**src/rtl/stream_unpack_6to3.sv**
```systemverilog
`default_nettype none
// ============================================================================
// Module  : stream_unpack_6to3
// Purpose : Splits 48-bit two-pixel words into 24-bit pixels tagged with
//           start-of-frame / end-of-line / end-of-frame raster flags.
// Revision: 1.0 - initial release
// ============================================================================
module stream_unpack_6to3 #(
  parameter int IMG_WIDTH  = 224,
  parameter int IMG_HEIGHT = 224,
  parameter int CNT_WIDTH  = 16
) (
  input  logic        clk,
  input  logic        rst,
  input  logic [47:0] stream_in,
  input  logic        stream_in_valid,
  output logic        stream_in_ready,
  output logic [23:0] stream_out,
  output logic        stream_out_valid,
  input  logic        stream_out_ready,
  output logic        stream_out_sof,
  output logic        stream_out_eol,
  output logic        stream_out_eof
);

  localparam logic [CNT_WIDTH-1:0] c_col_last = CNT_WIDTH'(IMG_WIDTH - 1);
  localparam logic [CNT_WIDTH-1:0] c_row_last = CNT_WIDTH'(IMG_HEIGHT - 1);
  localparam logic [CNT_WIDTH-1:0] c_cnt_one  = CNT_WIDTH'(1);

  logic [47:0]          r_buf;
  logic                 r_full;
  logic                 r_phase;
  logic [CNT_WIDTH-1:0] r_col;
  logic [CNT_WIDTH-1:0] r_row;

  logic w_in_fire;
  logic w_out_fire;
  logic w_col_wrap;
  logic w_row_wrap;

  // Refill is allowed in the same cycle the high half leaves, so a word
  // arrives every second beat without a bubble.
  assign stream_in_ready = !r_full || (r_phase && stream_out_ready);
  assign w_in_fire       = stream_in_valid && stream_in_ready;
  assign w_out_fire      = r_full && stream_out_ready;
  assign w_col_wrap      = (r_col == c_col_last);
  assign w_row_wrap      = (r_row == c_row_last);

  assign stream_out       = r_phase ? r_buf[47:24] : r_buf[23:0];
  assign stream_out_valid = r_full;
  assign stream_out_sof   = r_full && (r_col == '0) && (r_row == '0);
  assign stream_out_eol   = r_full && w_col_wrap;
  assign stream_out_eof   = r_full && w_col_wrap && w_row_wrap;

  always_ff @(posedge clk or negedge rst) begin
    if (!rst) begin
      r_buf   <= '0;
      r_full  <= 1'b0;
      r_phase <= 1'b0;
    end else if (w_in_fire) begin
      r_buf   <= stream_in;
      r_full  <= 1'b1;
      r_phase <= 1'b0;
    end else if (w_out_fire) begin
      if (!r_phase) begin
        r_phase <= 1'b1;
      end else begin
        r_full  <= 1'b0;
        r_phase <= 1'b0;
      end
    end
  end

  always_ff @(posedge clk or negedge rst) begin
    if (!rst) begin
      r_col <= '0;
      r_row <= '0;
    end else if (w_out_fire) begin
      if (w_col_wrap) begin
        r_col <= '0;
        r_row <= w_row_wrap ? '0 : r_row + c_cnt_one;
      end else begin
        r_col <= r_col + c_cnt_one;
      end
    end
  end

endmodule
`default_nettype wire
```
**config.mk**
```make
export PLATFORM = sky130hd
export DESIGN_NAME = stream_unpack_6to3
export DESIGN_NICKNAME = d
export VERILOG_FILES = /design/src/rtl/stream_unpack_6to3.sv
export SDC_FILE = /design/constraint.sdc
export NUM_CORES = 1
export LEC_CHECK = 0
export CAP_MARGIN = 20
export CORE_MARGIN = 10
export CORE_UTILIZATION = 55
export DETAILED_ROUTE_END_ITERATION = 10
export PLACE_DENSITY = 0.85
export SYNTH_ARGS = -nofsm -noshare
export SYNTH_HDL_FRONTEND = slang
export SYNTH_SLANG_ARGS = --single-unit
```
**constraint.sdc**
```tcl
create_clock -name clk -period 5.8 [get_ports clk]
set_clock_uncertainty 0.15 [all_clocks]
set_input_delay 1.16 -clock clk [delete_from_list [all_inputs] [get_ports clk]]
set_output_delay 1.16 -clock clk [all_outputs]
set_load 0.02 [all_outputs]
```
==> flow_metrics.py, run 1 <==
metrics = {
    "route": {
        "drt_iter0_drc": 109,
        "ant_nets": 0,
        "vias_per_cell": 5.55,
        "vias": 2809,
        "wl_per_cell_um": 17.9,
        "drtPass1Iterations": 4,
        "drc": 0,
        "wl_um": 9040,
    },
    "die": {
        "coreArea_sq_um": 6830,
        "ioPinCount": 81,
        "die-area_sq_um": 10900,
        "die_w_um": 104,
        "num_rows": 30,
        "die_h_um": 104,
        "initial_utilization_pct": 57.1,
    },
    "clock_tree": {
        "cts_max_path_buffers": 2,
        "post_cts_resize_count": 0,
        "cts_hold_buf": 0,
        "cts_tree": "yes",
        "cts_buffers": 9,
        "cts_sinks": 82,
        "clkTransAtPathRegs_ns": 0.08,
        "insertion_delay_ns": 0.36,
        "htreeDepth": 3,
        "postCtsSetupBuffers": 0,
        "cts_root_buf": "clkbuf_8",
    },
    "place": {
        "place_inst": 487,
        "place.gp.congestion": 0.870,
        "dp_hpwl_um": 6230,
        "port_buffers": 80,
    },
    "setup_path": {
        "arrival_ns": 2.92,
        "r2r_cells": 5,
        "critPathLaunchType": "flip-flop",
        "reg2reg_slack_ns": 3.04,
        "crit_required_ns": 4.49,
        "reg2reg_to": "r_row[3]",
        "reg2reg_from": "r_col[9]",
        "critPathMaxFanout": 8,
        "end_kind": "primary output",
        "worstSetupPathType": "flip-flop to primary output",
    },
    "pwr": {
        "seqPwrFrac_pct": 38.0,
        "pwr-share-comb_pct": 41.3,
        "power.density_nw_per_um2": 459,
        "ir_drop_v": 0.000349,
        "p_sw_uw": 758,
        "switching_share_pct": 32.4,
        "internal_power_mw": 1.58,
        "p_leak_nw": 2.10,
        "clkPwrFrac_pct": 20.7,
    },
    "layout": {
        "antenna_cells": 0,
        "fillCellCount": 447,
        "fin_nets": 461,
        "fin_util_pct": 74.5,
        "final_common_cell": "dfrtp_1",
        "most-common-layout-cells": "82 x dfrtp_1, 79 x clkdlybuf4s50_1, 74 x mux2_2",
        "drive_above_1_share_pct": 26.3,
        "area_growth_pct": 30.5,
        "finalNonFillerCells": 506,
    },
    "timing": {
        "layout_min_cycle_time_ns": 4.23,
        "worstMarginPinSlew_ns": 0.587,
        "period_share_pct": 72.9,
        "hold_viol": 0,
        "slew_viol_final": 0,
        "setup_viol": 0,
        "relSlewSlack_pct": 60.7,
        "rsz0062_at_grt": "no",
        "fmax_mhz": 237,
        "setup_tns_ns": 0,
        "whs_ns": 0.353,
    },
    "global_route": {
        "antenna_found_initial": 0,
        "grt_pass1_vias": 3014,
        "grt_pass1_wl_um": 14900,
        "grt_max_degree": 83,
        "grt_overflow_total": 0,
        "grt_usage_pct": 16.7,
    },
    "min_path": {
        "hold_class": "flip-flop to flip-flop",
        "worstHoldPathCells": 1,
        "worstHoldEndpoint": "r_col[15]",
        "min_from": "r_col[15]",
    },
    "run": {
        "drv_cap": 0,
    },
    "synth": {
        "mappedNetlistArea_sq_um": 3900,
        "ys_warn_count": 0,
        "netlist_instances": 321,
        "synth_nets": 377,
        "synth_enable_flop_cells": 0,
        "synth-seq-cells": 82,
        "synth_cell_types": 41,
        "synth_compound_area_share_pct": 4.11,
        "synth_xor_area_share_pct": 3.59,
        "synth_top_family_by_area": "multiplexers",
        "synth-simple-area-share_pct": 15.3,
        "avgSynthCellArea_sq_um": 12.2,
        "synthMuxAreaShare_pct": 21.4,
        "yosysSeqAreaShare_pct": 52.6,
        "yosys.area_share.adder_pct": 1.28,
        "synth_flop_cell": "dfrtp_1",
        "async_flop_share_pct": 100,
    },
    "outcome": {
        "status": "finished clean",
    },
}
power by group through the flow:
| stage | clock, mW | combinational [mW] | sequential, mW |
|---|---|---|---|
| floorplan | 0 | 0.593 | 0.851 |
| global placement | 0 | 0.895 | 0.902 |
| detailed placement | 0 | 0.914 | 0.917 |
| CTS | 0.492 | 0.929 | 0.909 |
| global route | 0.515 | 1.03 | 0.913 |
| finish | 0.483 | 0.967 | 0.888 |
flip-flops by register name (all words and copies together) (netlist names):
register and cells:
r_buf 48, r_col 16, r_row 16, r_phase 1, stream_out_valid 1
Yosys cell counts (2+ instances only):
library cell  instances  area [sq um]
nand2_1              21          78.8
nand2b_1              2          12.5
nand3b_1              2          15.0
xnor2_1              12           105
nor2_1               17          63.8
o21ai_1               2          10.0
or2_2                 2          12.5
nand4_1               6          37.5
nor2b_1               3          18.8
buf_1                 3          11.3
nand3_1              14          70.1
and3_1                4          25.0
xor2_1                4          35.0
or4_4                 2          22.5
inv_1                 5          18.8
and2_1                3          18.8
mux2_2               74           833
or3_1                 3          18.8
o21ai_0              15          75.1
nor3_1                5          25.0
nor4_1                6          37.5
ha_1                  4          50.1
or4bb_1               2          22.5
clkbuf_1              6          22.5
o31ai_1               3          22.5
nand4_2               2          25.0
or4_1                 3          22.5
o31ai_2               2          25.0
dfrtp_1              82          2050
worst max-delay path: stages, from the launching register on:
cell and delay, ns:
dfrtp_1 0.45, or4_1 0.55, or4_1 0.54, nor4_1 0.35, clkdlybuf4s50_1 0.68
kinds of logic after synthesis:
kind of cell	Yosys count
and+or+nand+nor	103
xor gates and xnor gates	16
AOI/OAI and AO/OA	26
adders and majority gates	4
DFF	82
buffers and inverters	16
muxes	74
stage by stage:
stage          area (sq um)  power [mW]  setup slack, ns
6_report               5090        2.34             1.57
5_1_grt                5090        2.46             1.43
4_1_cts                5010        2.33             1.59
3_5_place_dp           4780        1.83             1.92
3_3_place_gp           4780        1.80             1.92
2_1_floorplan          3900        1.44             2.32
worst max path at each step:
stage,endpoint,cells after the start,from
6_report,stream_out_sof,4,r_row[8]
5_1_grt,stream_out_sof,4,r_row[8]
4_1_cts,stream_out_sof,4,r_row[8]
3_5_place_dp,stream_in_ready,4,stream_out_ready
3_3_place_gp,stream_in_ready,4,stream_out_ready
2_1_floorplan,stream_out_sof,3,r_row[8]
cell type report:
type | count | area (sq um) | area share [%]
Multi-Input combinational cell | 223 | 1780 | 35.0
Inverter | 5 | 18.8 | 0.369
Clock buffer | 11 | 151 | 2.97
Tap cell | 96 | 120 | 2.36
Clock inverter | 5 | 83.8 | 1.65
Timing Repair Buffer | 84 | 881 | 17.3
Sequential cell | 82 | 2050 | 40.3
routing by layer:
metal	GRT usage [%]	vias to the layer above	wire length [um]
met1	18.5	1367	3570
met4	5.96	0	135
li1	-	1325	-
met5	0	-	0
met2	27.3	104	4400
met3	8.18	13	933
(Power assumes the default switching activity.)
==> run 2, diff against run 1 <==
--- a/config.mk
+++ b/config.mk
@@ -7,9 +7,9 @@
 export LEC_CHECK = 0
 export CAP_MARGIN = 20
 export CORE_MARGIN = 10
-export CORE_UTILIZATION = 55
+export CORE_UTILIZATION = 51
 export DETAILED_ROUTE_END_ITERATION = 10
-export PLACE_DENSITY = 0.85
+export PLACE_DENSITY = 0.8
 export SYNTH_ARGS = -nofsm -noshare
 export SYNTH_HDL_FRONTEND = slang
 export SYNTH_SLANG_ARGS = --single-unit
==> constraint.sdc (replaced) <==
create_clock -name clk -period 3.9 [get_ports clk]
set_clock_uncertainty 0.15 [all_clocks]
set_input_delay 0.78 -clock clk [delete_from_list [all_inputs] [get_ports clk]]
set_output_delay 0.78 -clock clk [all_outputs]
set_load 0.02 [all_outputs]
==> flow_metrics.py, run 2 (synthesis gave the netlist of run 1 again) <==
metrics = {
    "die": {
        "die-area_sq_um": 11500,
        "num_rows": 31,
        "ioPinCount": 81,
        "die_h_um": 107,
        "initial_utilization_pct": 53.2,
        "coreArea_sq_um": 7330,
        "die_w_um": 107,
    },
    "clock_tree": {
        "cts_root_buf": "clkbuf_8",
        "cts_sinks": 82,
        "cts_max_path_buffers": 2,
        "insertion_delay_ns": 0.35,
        "cts_buffers": 9,
        "clkTransAtPathRegs_ns": 0.08,
        "cts_tree": "yes",
        "htreeDepth": 3,
        "postCtsSetupBuffers": 0,
    },
    "global_route": {
        "grt_overflow_total": 0,
        "grt_pass1_vias": 3028,
        "antenna_found_initial": 0,
        "grt_pass1_wl_um": 14600,
        "grt_usage_pct": 15.7,
        "grt_max_degree": 83,
    },
    "pwr": {
        "ir_drop_v": 0.000470,
        "power.density_nw_per_um2": 665,
        "p_leak_nw": 2.10,
    },
    "timing": {
        "setup_tns_ns": 0,
        "rsz0062_at_grt": "no",
        "slew_viol_final": 0,
        "setup_viol": 0,
        "finalWorstSetupSlack_ns": 0.353,
        "worstMarginPinSlew_ns": 0.618,
        "relSlewSlack_pct": 58.6,
        "layout_min_cycle_time_ns": 3.55,
        "hold_viol": 0,
        "period_share_pct": 90.9,
        "fmax_mhz": 282,
    },
    "layout": {
        "largest_reg_flops": 48,
        "fin_area_sq_um": 5030,
        "fin_nets": 462,
        "top_register": "r_buf",
        "area_growth_pct": 29.0,
        "antenna_cells": 0,
        "fillCellCount": 518,
        "most-common-layout-cells": "82 x dfrtp_1, 78 x clkdlybuf4s50_1, 74 x mux2_2",
        "final_common_cell": "dfrtp_1",
        "reg_top3": "r_buf: 48 flops, r_col: 16 flops, r_row: 16 flops",
        "drive_above_1_share_pct": 26.5,
    },
    "setup_path": {
        "end_kind": "primary output",
        "slowest_delay_ns": 0.61,
        "worstPathCellList": "or4_4 > nor4_4 > and3_1 > clkdlybuf4s50_1",
        "crit_required_ns": 2.97,
        "reg2reg_to": "r_row[3]",
        "critPathLaunchType": "flip-flop",
        "critPathMaxFanout": 6,
        "crit_slowest_cell": "clkdlybuf4s50_1",
        "r2r_cells": 5,
        "reg2reg_from": "r_col[9]",
        "worstSetupPathType": "flip-flop to primary output",
        "reg2reg_slack_ns": 1.14,
        "arrival_ns": 2.62,
    },
    "min_path": {
        "hold_class": "input port to async pin",
    },
    "place": {
        "place.gp.congestion": 0.854,
        "pre_cts_slack_ns": 0.469,
        "dp_hpwl_um": 6460,
        "placed_cell_area_sq_um": 4810,
        "port_buffers": 80,
    },
    "route": {
        "wl_um": 8920,
        "drtPass1Iterations": 4,
        "vias_per_cell": 5.58,
        "drt_iter0_drc": 139,
        "ant_nets": 0,
        "vias": 2844,
        "drc": 0,
        "wl_per_cell_um": 17.5,
    },
    "outcome": {
        "status": "finished clean",
    },
    "run": {
        "drv_cap": 0,
    },
}
-- run 2: power by group --
part           internal, mW  leakage, nW  switching [mW]
registers              1.14         1.02           0.168
clock network         0.301        0.100           0.327
logic                 0.792        0.981           0.620
total                  2.23         2.10            1.11
-- run 2: layer usage --
layer / GRT usage, % / vias to the layer above / wire, um
met3: 8.20 / 12 / 1080
met5: 0 / - / 0
li1: - / 1322 / -
met1: 17.9 / 1391 / 3650
met2: 24.2 / 119 / 4090
met4: 6.58 / 0 / 108
-- run 2: how the worst max path moves through the flow --
| stage | start | to | cells past startpoint | slack, ns |
|---|---|---|---|---|
| 2_1_floorplan | r_row[8] | stream_out_sof | 3 | 0.80 |
| 3_3_place_gp | r_row[8] | stream_out_sof | 4 | 0.50 |
| 3_5_place_dp | r_row[8] | stream_out_sof | 4 | 0.47 |
| 4_1_cts | r_row[8] | stream_out_sof | 4 | 0.08 |
| 5_1_grt | r_col[9] | stream_out_eof | 4 | 0.23 |
| 6_report | r_col[9] | stream_out_eof | 4 | 0.35 |
-- run 2: critical path: cells and delay by family (launching register included) --
family	cells	cell delay, ns
and+or+nand+nor	3	1.23
DFF	1	0.43
buffers and inverters	1	0.61
-- run 2: layout make-up --
class                   instances  area, sq um  share of cell area, %
multi-input cells             223         1780                   35.4
inverters                       5         18.8                  0.373
well taps                      99          124                   2.46
clock inverters                 7         73.8                   1.47
flip-flops and latches         82         2050                   40.8
clock buffers                   9          124                   2.46
repair buffers                 85          858                   17.1
-- run 2: repair_timing --
item,4_1_cts,5_1_grt
hold buffers,0,0
endpoints found under the setup margin,0,1
gates resized for setup,0,1
-- run 2: per-stage QoR --
stage / power [mW] / utilization, % / hold slack [ns] / instances
floorplan: 2.15 / - / 0.302 / 321
global placement: 2.69 / 65.6 / 0.331 / 493
detailed placement: 2.74 / 65.6 / 0.340 / 493
CTS: 3.38 / 68.3 / 0.359 / 509
global route: 3.54 / 68.7 / 0.0634 / 510
finish: 3.34 / 68.7 / 0.0820 / 510
==> run 3, diff against run 2 <==
--- a/config.mk
+++ b/config.mk
@@ -6,10 +6,12 @@
 export NUM_CORES = 1
 export LEC_CHECK = 0
 export CAP_MARGIN = 20
+export CELL_PAD_IN_SITES_DETAIL_PLACEMENT = 1
+export CELL_PAD_IN_SITES_GLOBAL_PLACEMENT = 1
 export CORE_MARGIN = 10
-export CORE_UTILIZATION = 51
+export CORE_UTILIZATION = 41
 export DETAILED_ROUTE_END_ITERATION = 10
-export PLACE_DENSITY = 0.8
+export PLACE_DENSITY_LB_ADDON = 0.1
 export SYNTH_ARGS = -nofsm -noshare
 export SYNTH_HDL_FRONTEND = slang
 export SYNTH_SLANG_ARGS = --single-unit
==> flow_metrics.py, run 3 (synthesis gave the netlist of run 1 again) <==
metrics = {
    "outcome": {
        "status": "finished clean",
    },
    "route": {
        "wl_um": 9800,
        "wl_per_cell_um": 18.1,
        "drtPass1Iterations": 4,
        "drc": 0,
        "ant_nets": 0,
        "drt_iter0_drc": 154,
        "vias_per_cell": 5.17,
        "vias": 2792,
    },
    "global_route": {
        "grt_pass1_wl_um": 16400,
        "antenna_found_initial": 0,
        "grt_pass1_vias": 3222,
        "grt_usage_pct": 14.6,
        "grt_max_degree": 83,
        "grt_overflow_total": 0,
    },
    "timing": {
        "finalWorstSetupSlack_ns": 0.362,
        "worstMarginPinSlew_ns": 0.646,
        "period_share_pct": 90.7,
        "slew_viol_final": 0,
        "setup_tns_ns": 0,
        "relSlewSlack_pct": 56.7,
        "layout_min_cycle_time_ns": 3.54,
        "setup_viol": 0,
        "fmax_mhz": 283,
        "hold_viol": 0,
        "rsz0062_at_grt": "no",
    },
    "min_path": {
        "hold_class": "input port to async pin",
    },
    "pwr": {
        "power.density_nw_per_um2": 662,
        "p_leak_nw": 2.10,
        "ir_drop_v": 0.000407,
    },
    "layout": {
        "reg_top3": "r_buf: 48 flops, r_col: 16 flops, r_row: 16 flops",
        "drive_above_1_share_pct": 26.3,
        "final_common_cell": "dfrtp_1",
        "antenna_cells": 0,
        "top_register": "r_buf",
        "most-common-layout-cells": "82 x dfrtp_1, 78 x clkdlybuf4s50_1, 74 x mux2_2",
        "largest_reg_flops": 48,
        "area_growth_pct": 30.5,
        "fin_area_sq_um": 5090,
        "fin_nets": 462,
        "fillCellCount": 962,
    },
    "die": {
        "die_h_um": 118,
        "die_w_um": 118,
        "num_rows": 35,
        "initial_utilization_pct": 42.2,
        "ioPinCount": 81,
        "coreArea_sq_um": 9240,
        "die-area_sq_um": 13800,
    },
    "setup_path": {
        "critPathMaxFanout": 8,
        "crit_required_ns": 2.97,
        "arrival_ns": 2.61,
        "worstSetupPathType": "flip-flop to primary output",
        "end_kind": "primary output",
        "critPathLaunchType": "flip-flop",
    },
    "place": {
        "placed_cell_area_sq_um": 4860,
        "port_buffers": 80,
        "place.gp.congestion": 0.854,
        "dp_hpwl_um": 7030,
        "pre_cts_slack_ns": 0.455,
    },
    "clock_tree": {
        "post_cts_resize_count": 0,
        "clkTransAtPathRegs_ns": 0.09,
        "insertion_delay_ns": 0.35,
        "cts_root_buf": "clkbuf_8",
        "cts_buffers": 9,
        "cts_max_path_buffers": 2,
        "cts_hold_buf": 0,
        "cts_tree": "yes",
        "htreeDepth": 3,
        "postCtsSetupBuffers": 0,
        "cts_sinks": 82,
    },
    "run": {
        "drv_cap": 0,
    },
}
## run 3: cell count changes in the layout (fill, tap and decap cells not counted)
cell / before / now
buf_12: 0 / 1
buf_4: 5 / 4
clkbuf_1: 0 / 1
clkbuf_8: 9 / 11
clkinv_2: 2 / 1
clkinvlp_4: 1 / 2
inv_6: 3 / 0
## run 3: power by group
| group | internal (mW) | switching, mW |
|---|---|---|
| Sequential | 1.14 | 0.171 |
| Clock | 0.330 | 0.312 |
| Combinational | 0.794 | 0.623 |
| Total | 2.26 | 1.11 |
## run 3: path summary, 6_finish.rpt
| check | endpoint | slack, ns | start | cells past startpoint |
|---|---|---|---|---|
| worst max-delay path | stream_out_eof | 0.36 | r_row[8] | 4 |
| worst min-delay path | r_col[9] | 0.10 | rst | 1 |
| worst max register to register | r_row[3] | 1.11 | r_col[9] | 5 |
| worst min register to register | r_buf[6] | 0.36 | r_buf[6] | 1 |
| max in group asynchronous | stream_out_valid | 2.90 | rst | 2 |
| min in group clk | r_buf[6] | 0.36 | r_buf[6] | 1 |
## run 3: per-stage QoR
step                total power, mW  instances  hold WS [ns]  utilization, %
finish                         3.37        540         0.100            55.1
global route                   3.60        540        0.0728            55.1
CTS                            3.42        539         0.357            54.8
detailed placement             2.75        523         0.339            52.6
global placement               2.70        523         0.332            52.6
floorplan                      2.15        321         0.302               -
## run 3: per-layer routing
layer / vias to the layer above / global-route usage [%] / wire length [um] / part of all wire (%)
li1: 1314 / - / - / -
met1: 1407 / 16.3 / 4020 / 41
met2: 62 / 23.8 / 4760 / 49
met3: 9 / 7.29 / 887 / 9.1
met4: 0 / 4.48 / 134 / 1.4
met5: - / 0 / 0 / 0
## run 3: cell type report
class	instances	area, sq um	area share [%]
Tap cell	129	161	3.17
Timing Repair Buffer	85	871	17.1
Clock buffer	12	155	3.05
Clock inverter	4	50.0	0.983
Sequential cell	82	2050	40.3
Multi-Input combinational cell	223	1780	35.0
Inverter	5	18.8	0.369
## run 3: critical path, cell delays in order, from the launching register on
cell and delay, ns:
dfrtp_1 0.46, or4_1 0.55, nor4_1 0.37, and3_1 0.25, clkdlybuf4s50_1 0.62
